==> config.mk <==
export PLATFORM = sky130hd
export DESIGN_NAME = r16_stage_sequencer_flat
export DESIGN_NICKNAME = d
export VERILOG_FILES = /design/src/rtl/r16_stage_sequencer_if.sv /design/src/rtl/r16_stage_sequencer.sv /design/src/flat_wrapper.sv
export SDC_FILE = /design/constraint.sdc
export NUM_CORES = 1
export LEC_CHECK = 0
export BUFFER_PORTS_ARGS = -buffer_cell sky130_fd_sc_hd__buf_2
export CORE_MARGIN = 2
export CORE_UTILIZATION = 45
export DETAILED_ROUTE_END_ITERATION = 8
export GPL_TIMING_DRIVEN = 0
export PLACE_DENSITY = 0.71
export RECOVER_POWER = 50
export SYNTH_ARGS = -nofsm -noshare
export SYNTH_HDL_FRONTEND = slang
export SYNTH_SLANG_ARGS = --single-unit
==> constraint.sdc <==
create_clock -name clk -period 2.3 [get_ports clk]
set_input_delay 0.46 -clock clk [delete_from_list [all_inputs] [get_ports clk]]
set_output_delay 0.46 -clock clk [all_outputs]
set_load 0.01 [all_outputs]
==> src/rtl/r16_stage_sequencer_if.sv <==
// rtl/r16_stage_sequencer_if.sv - control, twiddle-request and sideband signals of the R16 stage sequencer
interface r16_stage_sequencer_if #(
    parameter int GRP_W = 4,
    parameter int STG_W = 2
);
    logic             start;
    logic             flush;
    logic             in_valid;
    logic             in_ready;
    logic             tf_req;
    logic [STG_W-1:0] tf_stage;
    logic [GRP_W-1:0] tf_group;
    logic             out_valid;
    logic [STG_W-1:0] out_stage;
    logic [GRP_W-1:0] out_group;
    logic             busy;
    logic             done;

    modport slave (
        input  start, flush, in_valid,
        output in_ready, tf_req, tf_stage, tf_group,
        output out_valid, out_stage, out_group, busy, done
    );

    modport master (
        output start, flush, in_valid,
        input  in_ready, tf_req, tf_stage, tf_group,
        input  out_valid, out_stage, out_group, busy, done
    );
endinterface

==> src/rtl/r16_stage_sequencer.sv <==
// rtl/r16_stage_sequencer.sv - sequences group/stage indices of one radix-16 transform and re-times a sideband
module r16_stage_sequencer #(
    parameter int DELAY  = 2,
    parameter int GROUPS = 16,
    parameter int STAGES = 3,
    parameter int GRP_W  = 4,
    parameter int STG_W  = 2
) (
    input  logic                   clk,
    input  logic                   rst_n,
    r16_stage_sequencer_if.slave   sq
);
    localparam int EW  = 1 + STG_W + GRP_W;
    localparam int DCW = $clog2(DELAY + 1);

    typedef enum logic [1:0] {
        S_IDLE,
        S_RUN,
        S_DRAIN,
        S_DONE
    } state_t;

    state_t           state_q, state_d;
    logic [GRP_W-1:0] grp_q, grp_d;
    logic [STG_W-1:0] stg_q, stg_d;
    logic [DCW-1:0]   dcnt_q, dcnt_d;
    logic [EW-1:0]    pipe_q [DELAY];
    logic             run;
    logic             accept;

    assign run         = (state_q == S_RUN);
    assign accept      = sq.in_valid & run;
    assign sq.in_ready = run;
    assign sq.tf_req   = accept;
    assign sq.tf_stage = stg_q;
    assign sq.tf_group = grp_q;
    assign sq.busy     = run | (state_q == S_DRAIN);
    assign sq.done     = (state_q == S_DONE);
    assign {sq.out_valid, sq.out_stage, sq.out_group} = pipe_q[DELAY-1];

    always_comb begin
        state_d = state_q;
        grp_d   = grp_q;
        stg_d   = stg_q;
        dcnt_d  = dcnt_q;
        case (state_q)
            S_IDLE: begin
                if (sq.start) begin
                    state_d = S_RUN;
                    grp_d   = '0;
                    stg_d   = '0;
                end
            end
            S_RUN: begin
                if (accept) begin
                    if (grp_q == GRP_W'(GROUPS - 1)) begin
                        grp_d = '0;
                        // Stage also wraps on the final accept so counters stay in range while draining.
                        if (stg_q == STG_W'(STAGES - 1)) begin
                            stg_d   = '0;
                            state_d = S_DRAIN;
                            dcnt_d  = '0;
                        end else begin
                            stg_d = stg_q + 1'b1;
                        end
                    end else begin
                        grp_d = grp_q + 1'b1;
                    end
                end
            end
            S_DRAIN: begin
                if (dcnt_q == DCW'(DELAY - 1)) begin
                    state_d = S_DONE;
                end else begin
                    dcnt_d = dcnt_q + 1'b1;
                end
            end
            default: state_d = S_IDLE;
        endcase
        if (sq.flush) begin
            state_d = S_IDLE;
            grp_d   = '0;
            stg_d   = '0;
            dcnt_d  = '0;
        end
    end

    always_ff @(posedge clk or negedge rst_n) begin
        if (!rst_n) begin
            state_q <= S_IDLE;
            grp_q   <= '0;
            stg_q   <= '0;
            dcnt_q  <= '0;
            for (int i = 0; i < DELAY; i++) begin
                pipe_q[i] <= '0;
            end
        end else begin
            state_q <= state_d;
            grp_q   <= grp_d;
            stg_q   <= stg_d;
            dcnt_q  <= dcnt_d;
            if (sq.flush) begin
                for (int i = 0; i < DELAY; i++) begin
                    pipe_q[i] <= '0;
                end
            end else begin
                // Sideband shifts every cycle so it tracks the fixed-latency data delay line.
                pipe_q[0] <= {accept, stg_q, grp_q};
                for (int i = 1; i < DELAY; i++) begin
                    pipe_q[i] <= pipe_q[i-1];
                end
            end
        end
    end
endmodule

==> src/flat_wrapper.sv <==
// flat-port wrapper written by rule: the top's interface ports become plain ports
module r16_stage_sequencer_flat 
#(
    parameter int DELAY  = 2,
    parameter int GROUPS = 16,
    parameter int STAGES = 3,
    parameter int GRP_W  = 4,
    parameter int STG_W  = 2
)
  (clk, rst_n, sq_start, sq_flush, sq_in_valid, sq_in_ready, sq_tf_req, sq_tf_stage, sq_tf_group, sq_out_valid, sq_out_stage, sq_out_group, sq_busy, sq_done);
  r16_stage_sequencer_if #(.GRP_W(GRP_W), .STG_W(STG_W)) sq_i ();
  input  logic clk;
  input  logic rst_n;
  input wire logic [$bits(sq_i.start)-1:0] sq_start;
  input wire logic [$bits(sq_i.flush)-1:0] sq_flush;
  input wire logic [$bits(sq_i.in_valid)-1:0] sq_in_valid;
  output wire logic [$bits(sq_i.in_ready)-1:0] sq_in_ready;
  output wire logic [$bits(sq_i.tf_req)-1:0] sq_tf_req;
  output wire logic [$bits(sq_i.tf_stage)-1:0] sq_tf_stage;
  output wire logic [$bits(sq_i.tf_group)-1:0] sq_tf_group;
  output wire logic [$bits(sq_i.out_valid)-1:0] sq_out_valid;
  output wire logic [$bits(sq_i.out_stage)-1:0] sq_out_stage;
  output wire logic [$bits(sq_i.out_group)-1:0] sq_out_group;
  output wire logic [$bits(sq_i.busy)-1:0] sq_busy;
  output wire logic [$bits(sq_i.done)-1:0] sq_done;
  assign sq_i.start = sq_start;
  assign sq_i.flush = sq_flush;
  assign sq_i.in_valid = sq_in_valid;
  assign sq_in_ready = sq_i.in_ready;
  assign sq_tf_req = sq_i.tf_req;
  assign sq_tf_stage = sq_i.tf_stage;
  assign sq_tf_group = sq_i.tf_group;
  assign sq_out_valid = sq_i.out_valid;
  assign sq_out_stage = sq_i.out_stage;
  assign sq_out_group = sq_i.out_group;
  assign sq_busy = sq_i.busy;
  assign sq_done = sq_i.done;
  r16_stage_sequencer #(.DELAY(DELAY), .GROUPS(GROUPS), .STAGES(STAGES), .GRP_W(GRP_W), .STG_W(STG_W)) u_core (.clk(clk), .rst_n(rst_n), .sq(sq_i));
endmodule
; Word-level counts from Yosys, hierarchy flattened
; Cells that the tools add are included.
; W data, S select, Z words.
[classes]
n_mux = 25
n_eq_ne = 12
reduce_logical = 7
bitwise_logic = 2
addsub = 3
[op_table]
columns = cell, n
row1 = $mux W2, 16
row2 = $ne A3 B3 Y1 const B, 6
row3 = $mux W4, 4
row4 = $mux W14, 1
row5 = $reduce_and A5 Y1, 2
row6 = $pmux W2 S2, 2
row7 = $pmux W4 S2, 1
row8 = $eq A2 B2 Y1 const B, 3
row9 = $pmux W2 S3, 1
row10 = $reduce_bool A3 Y1, 2
row11 = $add A2 B1 Y2 const B, 2
row12 = $add A4 B1 Y4 const B, 1
row13 = $eq A2 B1 Y1 const B, 2
row14 = $eq A4 B4 Y1 const B, 1
row15 = $reduce_and A4 Y1, 1
row16 = $reduce_and A3 Y1, 1
row17 = $logic_not A2 Y1, 1
row18 = $and A1 B1 Y1, 1
row19 = $or A1 B1 Y1, 1
[word_totals]
regBits = 24
out_inout_bits = 17

; Logic depth before layout (Yosys ltp)
; Gate-level depths: netlist (run 1).
[logic_depth]
word_depth = 6
depth_mapped = 7
depth_no_buf = 6

; Worst setup path after synthesis (run 1)
; No wires, ideal clock.
[synth_timing]
kind = flip-flop to flip-flop
start = register u_core.state_q[1]
end = register u_core.grp_q[3], in the netlist u_core.sq.tf_group[3]
stages_incl_launch_ff = 8
n_path_buf = 1
setup_ns = 0.076
period_less_slack_ns = 1.868
arrival_ns = 1.792
t_required_ns = 2.224
slack_ns = 0.432
path_cell_list = dfrtp_1 inv_1 ha_1 nor2b_4 o31a_1 buf_6 or4_1 o21ai_1
[synth_via]
elab_chain_cells = 4
[synth_rtl]
columns = element, line_no
row1 = "start, declared", r16_stage_sequencer.sv:23  ; state_t state_q, state_d;
row2 = "start signal, assigned", r16_stage_sequencer.sv:98  ; state_q <= state_d;
row3 = $eq A2 B1 Y1 (*), r16_stage_sequencer.sv:31  ; assign run = (state_q == S_RUN);
row4 = net sq_in_ready, flat_wrapper.sv:17  ; output wire logic [$bits(sq_i.in_ready)-1:0] sq_in_ready;
row5 = $and A1 B1 Y1, r16_stage_sequencer.sv:32  ; assign accept = sq.in_valid & run;
row6 = $ne A3 B3 Y1 (no source line), --
row7 = $reduce_and A3 Y1 (no source line), --
row8 = "end signal, assigned", r16_stage_sequencer.sv:99  ; grp_q <= grp_d;
row9 = "end, declared", r16_stage_sequencer.sv:24  ; logic [GRP_W-1:0] grp_q, grp_d;
; Mark *: on every way through the listed nets, which the timed path passes. The rest lies on a longest branch.
; A chain may end at the register's enable or synchronous reset.

; Worst setup path in the final report (run 1)
[layout_timing]
start = register u_core.state_q[1]
end = register u_core.grp_q[3], in the netlist u_core.sq.tf_group[3]
[layout_via]
elab_chain_cells = 4
[layout_rtl]
columns = element, line_no
row1 = $eq A2 B1 Y1, "r16_stage_sequencer.sv:31, r16_stage_sequencer.sv:46"
row2 = $and A1 B1 Y1, r16_stage_sequencer.sv:32
row3 = $ne A3 B3 Y1 (no source line), --
row4 = $reduce_and A3 Y1 (no source line), --
; Several ways; a longest one is shown, not always the timed one.

==> impl_metrics.toml, run 1 <==
[sta]
setup_viol = 0
fin_tns_setup_ns = 0
holdWs_ns = 0.359
rsz0062_at_grt = "false"
hold_viol = 0
finClkSkew_ns = 0.00189
period_minus_slack_ns = 2.03
fin_crit_sh_pct = 88.2
drv_slew = 0
relSlewSlack_pct = 20.4
tightestPinTransition_ns = 1.19
clock.fmax_mhz = 493

[power]
power.density_mw_per_mm2 = 928
p_leak_nw = 0.688
total_power_mw = 1.21
peakVddDrop_mv = 0.711

[synth]
synth_area_mm2 = 0.00112
ys_seq_elements = 24
synth_cell_types = 28
netlist_top_cells_area = "dfrtp_1, nor2b_1, ha_1, buf_4, o21ai_0"
synth_edf_count = 0
async_reset_ff_share_pct = 100
synth_most_common_cell = "dfrtp_1"
synth.avg_cell_area_um2 = 10.8
synth_top_cells_by_count = "dfrtp_1, nor2b_1, nor2_1"
synth_ff_type = "dfrtp_1"
synth_area_leader_cell = "dfrtp_1"
syn_inst = 104
ys_seq_area_share_pct = 53.6
synthesis.nets = 115
yosys.area.top_type_share_pct = 53.6
yosysWarningCount = 0

[grt]
grt_pass1_wl_mm = 2.73
grt-ovfl-total = 0
grt_usage_pct = 13.3
grt_max_degree = 25
antenna_found_initial = 0
grt_pass1_vias = 658

[clock_network]
post_cts_resized = 0
cts_hold_buf = 0
cts_made_buffers = 3
cts_tree = "yes"
clock-sinks = 24
clk_pin_slew_worst_paths_ns = 0.12
cts_setup_buffers = 0
cts_buffer_depth = 2
cts_max_level = 1
cts_root_buf = "clkbuf_4"
insertion_delay_ns = 0.31

[drt]
drc = 0
drtIter0Drc = 12
vias = 788
avgViaCountPerCell = 4.99
routedWlPerCell_um = 10.7
dr.pass1.iters = 4
postRouteAntennaNets = 0
totalWireLength_mm = 1.70

[floorplanning]
coreArea_mm2 = 0.00241
die_h_um = 53.9
die_area_mm2 = 0.00291
fp-row-count = 18
start_util_pct = 46.5
io_pins = 22
dieWidth_um = 53.9

[critical_path]
crit_slowest_cell = "or4_1"
max_stage_delay_ns = 0.46
critPathKind = "reg2reg"
cp-end-kind = "flip-flop"
critical_path_buf_inv_count = 2
arrival_ns = 2.28
cp-start-kind = "flip-flop"
path_cells = "inv_1, ha_1, nor2b_4, o31a_1, buf_6, or4_1, o21ai_1"
worstPathRequired_ns = 2.55
path_max_fanout = 10
r2r_start = "u_core.state_q[1]$_DFFE_PN0P_"
startpoint = "u_core.state_q[1]$_DFFE_PN0P_"
crit_family = "simple AND/OR/NAND/NOR gates"

[finish]
insertedDiodeCount = 0
areaGrowthSynthToFinish_pct = 16.5
nNetsFinal = 140
nFillCells = 207
drive_above_1_share_pct = 26.6

[flow_run]
drv_cap = 0

[status]
outcome = "completed"

[min_path]
hp-class = "in2async"

[placed_design]
io_buffers = 20
dp_hpwl_mm = 1.28
globalplace.congestion = 0.818
## final cells by class
type                    count  area (um2)  share of cell area, %
inverters                   6        22.5                   1.72
flip-flops and latches     24         601                   46.0
multi-input cells          65         430                   33.0
clock inverters             1        30.0                   2.30
plain buffers               9        63.8                   4.89
well taps                  30        37.5                   2.87
clock buffers               3        22.5                   1.72
repair buffers             20        98.8                   7.57
## metal layers
metal / share of wire (%) / track usage, % / up-vias / wire, um
met1: 43 / 16.2 / 376 / 737
met4: 1.7 / 6.84 / 0 / 29
met5: 0 / 0 / - / 0
met3: 6.1 / 3.61 / 5 / 103
met2: 49 / 21.5 / 20 / 826
li1: - / - / 387 / -
## report_power, final
| part | leakage (nW) | total [mW] | switching (mW) | internal [mW] |
|---|---|---|---|---|
| Combinational | 0.329 | 0.399 | 0.218 | 0.181 |
| Sequential | 0.331 | 0.517 | 0.0430 | 0.474 |
| Clock | 0.0279 | 0.296 | 0.120 | 0.176 |
| Total | 0.688 | 1.21 | 0.381 | 0.830 |
## registers in the layout, indices dropped and copies added (netlist names)
name                 flops
u_core.sq.tf_group       4
u_core.sq.tf_stage       2
u_core.sq.out_group      4
u_core.pipe_q            7
u_core.dcnt_q            2
u_core.state_q           2
u_core.sq.out_valid      1
u_core.sq.out_stage      2
## per-stage QoR
step,utilization [%],setup WS [ns],instances,cell area (um2)
detailed placement,52.2,0.318,154,1260
global route,54.2,0.190,158,1310
global placement,52.2,0.356,154,1260
finish,54.2,0.270,158,1310
CTS,54.4,0.270,158,1310
floorplan,-,0.432,104,1120
## layout by cell type, fill, tap and decap left out
cell type	synthesis	layout
nand2b_1	2	2
nand3_1	1	1
inv_1	6	6
dfrtp_1	24	24
buf_2	0	19
nand2_1	6	6
clkbuf_1	1	3
and3_1	1	1
o21a_1	1	1
clkbuf_4	0	3
nand4_1	1	1
mux2_2	2	2
nor3_1	1	1
a211oi_1	1	1
o21ai_0	6	6
ha_1	6	6
a31o_2	1	1
o31a_1	1	1
nor2_1	8	8
or4b_1	1	1
o221ai_1	1	1
buf_4	7	6
buf_6	1	1
bufinv_16	0	1
and2_1	2	2
mux2i_1	1	1
nor2b_1	14	14
or4_1	2	2
o21ai_1	4	4
nor2b_4	1	1
a21oi_1	1	1
## final timing paths
path	endpoint	slack, ns	cells after the start
max	u_core.sq.tf_group[3]$_DFFE_PN0P_	0.27	7
min	u_core.sq.tf_group[0]$_DFFE_PN0P_	0.36	1
max reg2reg	u_core.sq.tf_group[3]$_DFFE_PN0P_	0.27	7
min reg2reg	u_core.sq.out_group[1]$_DFF_PN0_	0.47	1
max in group asynchronous	u_core.sq.out_stage[0]$_DFF_PN0_	1.24	1
min in group clk	u_core.pipe_q[13]$_DFF_PN0_	0.42	2
## cell families after synthesis
logic type                 count (synthesis)  synth area share, %
DFF                                       24                 53.6
and+or+nand+nor                           40                 20.2
muxes                                      3                 2.90
buffers and inverters                     15                 8.04
AOI/OAI and AO/OA                         16                 8.59
adders and majority gates                  6                 6.70
Note: power is estimated with default switching activity, not from simulation.
==> inputs of run 2 (changes only) <==
--- a/config.mk
+++ b/config.mk
@@ -6,11 +6,13 @@
 export NUM_CORES = 1
 export LEC_CHECK = 0
 export BUFFER_PORTS_ARGS = -buffer_cell sky130_fd_sc_hd__buf_2
+export CELL_PAD_IN_SITES_DETAIL_PLACEMENT = 0
+export CELL_PAD_IN_SITES_GLOBAL_PLACEMENT = 1
 export CORE_MARGIN = 2
-export CORE_UTILIZATION = 45
+export CORE_UTILIZATION = 41
 export DETAILED_ROUTE_END_ITERATION = 8
 export GPL_TIMING_DRIVEN = 0
-export PLACE_DENSITY = 0.71
+export PLACE_DENSITY = 0.81
 export RECOVER_POWER = 50
 export SYNTH_ARGS = -nofsm -noshare
 export SYNTH_HDL_FRONTEND = slang
==> run 2 against run 1 <==
  * Non-clock buffer count unchanged
  * Wire length up 2.9%
  * Maximum frequency up 0.94%
  * Global-route usage down 0.41 points
  * Critical endpoint unchanged
  * Largest cell class unchanged
==> impl_metrics.toml, run 2 (synthesis results as in run 1) <==
[finish]
insertedDiodeCount = 0
mostFrequentLayoutCell = "dfrtp_1"
stdcell_area_mm2 = 0.00131
post-route-util_pct = 51.3
layout_common_cells = "dfrtp_1, buf_2, nor2b_1"
largest_reg_flops = 7
nNetsFinal = 140
areaGrowthSynthToFinish_pct = 16.5
drive_above_1_share_pct = 26.6
top_register = "u_core.pipe_q"

[drt]
top_layer = "met4"
drtIter0Drc = 25
postRouteAntennaNets = 0
met2_length_um = 865
wl_met3_um = 87
totalWireLength_mm = 1.75
dr.pass1.iters = 4
met1Wirelength_um = 784
avgViaCountPerCell = 4.84
routedWlPerCell_um = 11.1
vias = 765
drc = 0

[floorplanning]
dieWidth_um = 56.3
fp-row-count = 18
io_pins = 22
die_h_um = 56.3
coreArea_mm2 = 0.00254
start_util_pct = 44.1
die_area_mm2 = 0.00317

[grt]
grt-ovfl-total = 0
grt_pass1_vias = 725
grt_pass1_wl_mm = 3.19
antenna_found_initial = 0
grt_max_degree = 25
grt_usage_pct = 12.9

[power]
power.density_mw_per_mm2 = 925
p_leak_nw = 0.688
peakVddDrop_mv = 0.586

[placed_design]
place_ws_ns = 0.324
globalplace.congestion = 0.772
io_buffers = 20
dp_hpwl_mm = 1.35
place_area_mm2 = 0.00126

[clock_network]
clk_pin_slew_worst_paths_ns = 0.13
cts_max_level = 1
cts_setup_buffers = 0
cts_root_buf = "clkbuf_4"
cts_made_buffers = 3
cts_tree = "yes"
clock-sinks = 24
cts_buffer_depth = 2
insertion_delay_ns = 0.31
post_cts_resized = 0
cts_hold_buf = 0

[critical_path]
path_max_fanout = 10
crit_slowest_cell = "or4_1"
endpoint = "u_core.sq.tf_group[3]$_DFFE_PN0P_"
path_cells = "inv_1, ha_1, nor2b_4, o31a_1, buf_6, or4_1, o21ai_1"
cp-end-kind = "flip-flop"
critPathKind = "reg2reg"
r2r_end = "u_core.sq.tf_group[3]$_DFFE_PN0P_"
cp-start-kind = "flip-flop"
startpoint = "u_core.state_q[1]$_DFFE_PN0P_"
r2r_setup_slack_ns = 0.29
worstPathRequired_ns = 2.54
max_stage_delay_ns = 0.46
arrival_ns = 2.25
r2r_start = "u_core.state_q[1]$_DFFE_PN0P_"
r2r_cells = 7

[sta]
setup_viol = 0
finClkSkew_ns = 0.00794
drv_slew = 0
holdWs_ns = 0.361
fin_crit_sh_pct = 87.4
hold_viol = 0
worst_slack_ns = 0.289
period_minus_slack_ns = 2.01
clock.fmax_mhz = 497
fin_tns_setup_ns = 0
tightestPinTransition_ns = 1.21
relSlewSlack_pct = 19.5
rsz0062_at_grt = "false"

[status]
outcome = "completed"

[min_path]
hp-class = "in2async"

[flow_run]
drv_cap = 0
run 2: cell counts in the layout (fill, tap and decap cells not counted):
Identical to the previous run, type by type.
run 2: metrics by stage:
| stage | power [mW] | std cells |
|---|---|---|
| 2_1_floorplan | 0.810 | 104 |
| 3_3_place_gp | 0.917 | 154 |
| 3_5_place_dp | 0.927 | 154 |
| 4_1_cts | 1.23 | 158 |
| 5_1_grt | 1.30 | 158 |
| 6_report | 1.21 | 158 |
run 2: final cells by class:
cell class | instances | area (um2)
Buffer | 9 | 63.8
Tap cell | 30 | 37.5
Clock inverter | 1 | 30.0
Sequential cell | 24 | 601
Clock buffer | 3 | 22.5
Timing Repair Buffer | 20 | 98.8
Inverter | 6 | 22.5
Fill cell | 249 | 1240
Multi-Input combinational cell | 65 | 430
run 2: where the power goes:
part / leakage, nW / internal [mW] / switching [mW] / total, mW
registers: 0.331 / 0.474 / 0.0421 / 0.516
clock network: 0.0279 / 0.176 / 0.120 / 0.296
logic: 0.329 / 0.181 / 0.216 / 0.397
run 2: worst max-delay path: cells and delay by family (launching register included):
kind | cells | cell delay, ns
AO/OA/AOI/OAI | 2 | 0.39
buffers and inverters | 2 | 0.24
flip-flops | 1 | 0.44
AND/OR/NAND/NOR | 2 | 0.62
adder cells (fa/ha/maj) | 1 | 0.25
run 2: worst min path at each step:
stage                           startpoint                          endpoint
6_report                             rst_n     u_core.state_q[0]$_DFFE_PN0P_
5_1_grt                        sq_in_valid       u_core.pipe_q[13]$_DFF_PN0_
4_1_cts                              rst_n  u_core.sq.out_stage[1]$_DFF_PN0_
3_5_place_dp   u_core.pipe_q[13]$_DFF_PN0_     u_core.sq.out_valid$_DFF_PN0_
3_3_place_gp   u_core.pipe_q[10]$_DFF_PN0_  u_core.sq.out_group[3]$_DFF_PN0_
2_1_floorplan                        rst_n      u_core.dcnt_q[0]$_DFFE_PN0P_
run 2: per-layer routing:
layer | up-vias | track usage, %
met4 | 0 | 2.04
met1 | 362 | 16.3
met2 | 14 | 21.5
li1 | 387 | -
met3 | 2 | 4.84
met5 | - | 0
==> inputs of run 3 (changes only) <==
--- a/config.mk
+++ b/config.mk
@@ -10,6 +10,7 @@
 export CELL_PAD_IN_SITES_GLOBAL_PLACEMENT = 1
 export CORE_MARGIN = 2
 export CORE_UTILIZATION = 41
+export CTS_BUF_LIST = sky130_fd_sc_hd__clkbuf_16
 export DETAILED_ROUTE_END_ITERATION = 8
 export GPL_TIMING_DRIVEN = 0
 export PLACE_DENSITY = 0.81
==> run 3 against run 2 <==
  * Cell area is 4.0% higher
  * Combinational power hardly changed
  * First-iteration DRC count up 4.0%
  * Count of clock-buffer cells in the layout unchanged
  * Via count grew 0.65%
  * Non-clock buffer count unchanged
  * Critical path depth unchanged
  * Highest routed layer is now met3
==> impl_metrics.toml, run 3 (synthesis results as in run 1) <==
[finish]
nNetsFinal = 140
top_register = "u_core.pipe_q"
largest_reg_flops = 7
mostFrequentLayoutCell = "dfrtp_1"
areaGrowthSynthToFinish_pct = 21.2
post-route-util_pct = 53.4
nFillCells = 239
layout_common_cells = "dfrtp_1, buf_2, nor2b_1"
drive_above_1_share_pct = 26.6
insertedDiodeCount = 0

[grt]
gr-max-usage-layer = "met2"
grt_max_degree = 25
grt_pass1_wl_mm = 3.19
grt_pass1_vias = 727
grt_usage_pct = 12.8
grt_use_met1_pct = 16.3
grt-ovfl-total = 0
antenna_found_initial = 0
grt_use_met2_pct = 21.5
grtUsageMet3_pct = 4.15

[power]
p_leak_nw = 0.711
power.density_mw_per_mm2 = 1030
peakVddDrop_mv = 0.631
total_power_mw = 1.40

[clock_network]
clk_pin_slew_worst_paths_ns = 0.06
post_cts_resized = 0
cts_buffer_depth = 2
clock-sinks = 24
cts_tree = "yes"
cts_hold_buf = 0
cts_setup_buffers = 0
cts_max_level = 1
insertion_delay_ns = 0.25
cts_made_buffers = 3
cts_root_buf = "clkbuf_16"

[min_path]
hp-class = "in2async"

[floorplanning]
io_pins = 22
coreArea_mm2 = 0.00254
fp-row-count = 18
die_area_mm2 = 0.00317
dieWidth_um = 56.3
start_util_pct = 44.1
die_h_um = 56.3

[sta]
drv_slew = 0
relSlewSlack_pct = 18.4
setup_viol = 0
fin_tns_setup_ns = 0
rsz0062_at_grt = "false"
clock.fmax_mhz = 502
period_minus_slack_ns = 1.99
tightestPinTransition_ns = 1.22
fin_crit_sh_pct = 86.6
hold_viol = 0
worst_slack_ns = 0.307
finClkSkew_ns = 0.00319

[critical_path]
startpoint = "u_core.state_q[1]$_DFFE_PN0P_"
r2r_cells = 7
path_max_fanout = 10
r2r_end = "u_core.sq.tf_group[3]$_DFFE_PN0P_"
worstPathRequired_ns = 2.48
cp-start-kind = "flip-flop"
arrival_ns = 2.17
r2r_setup_slack_ns = 0.31
cp-end-kind = "flip-flop"
r2r_start = "u_core.state_q[1]$_DFFE_PN0P_"
critPathKind = "reg2reg"

[placed_design]
globalplace.congestion = 0.772
io_buffers = 20
place_ws_ns = 0.324
dp_hpwl_mm = 1.35

[drt]
avgViaCountPerCell = 4.87
drc = 0
totalWireLength_mm = 1.78
dr.pass1.iters = 4
routedWlPerCell_um = 11.3
vias = 770
postRouteAntennaNets = 0
drtIter0Drc = 26

[flow_run]
drv_cap = 0

[status]
outcome = "completed"
[run 3: cell types whose count changed in the layout (fill, tap and decap cells not counted)]
cell,change
clkbuf_16,+3
clkbuf_4,-3
[run 3: stage by stage]
stage,instance area [um2],hold slack [ns],std cells
6_report,1360,0.442,158
5_1_grt,1360,0.492,158
3_5_place_dp,1260,0.451,154
4_1_cts,1360,0.191,158
2_1_floorplan,1120,0.164,104
3_3_place_gp,1260,0.443,154
[run 3: routing by layer]
layer / part of all wire, % / up-vias
li1: - / 386
met1: 46 / 367
met2: 49 / 17
met3: 4.7 / 0
met4: 0 / 0
met5: 0 / -
[run 3: worst max-delay path: stages, from the launching register on]
cell     delay [ns]
dfrtp_1        0.42
inv_1          0.10
ha_1           0.26
nor2b_4        0.16
o31a_1         0.30
buf_6          0.14
or4_1          0.46
o21ai_1        0.09
[run 3: worst max-delay path by stage]
stage                                        end  cells after the start  slack [ns]
6_report       u_core.sq.tf_group[3]$_DFFE_PN0P_                      7        0.31
5_1_grt        u_core.sq.tf_group[3]$_DFFE_PN0P_                      7        0.14
4_1_cts        u_core.sq.tf_group[3]$_DFFE_PN0P_                      7        0.30
3_3_place_gp   u_core.sq.tf_group[3]$_DFFE_PN0P_                      7        0.34
3_5_place_dp   u_core.sq.tf_group[3]$_DFFE_PN0P_                      7        0.32
2_1_floorplan  u_core.sq.tf_group[3]$_DFFE_PN0P_                      7        0.43
[run 3: power breakdown]
group	switching [mW]	internal [mW]
combinational	0.217	0.181
sequential	0.0422	0.475
clock	0.139	0.345
[run 3: area by class of cell]
cell class | instances | area (um2) | share of cell area, %
Inverter | 6 | 22.5 | 1.66
Tap cell | 30 | 37.5 | 2.76
Clock buffer | 3 | 75.1 | 5.52
Multi-Input combinational cell | 65 | 430 | 31.7
Buffer | 9 | 63.8 | 4.70
Sequential cell | 24 | 601 | 44.2
Clock inverter | 1 | 30.0 | 2.21
Timing Repair Buffer | 20 | 98.8 | 7.27
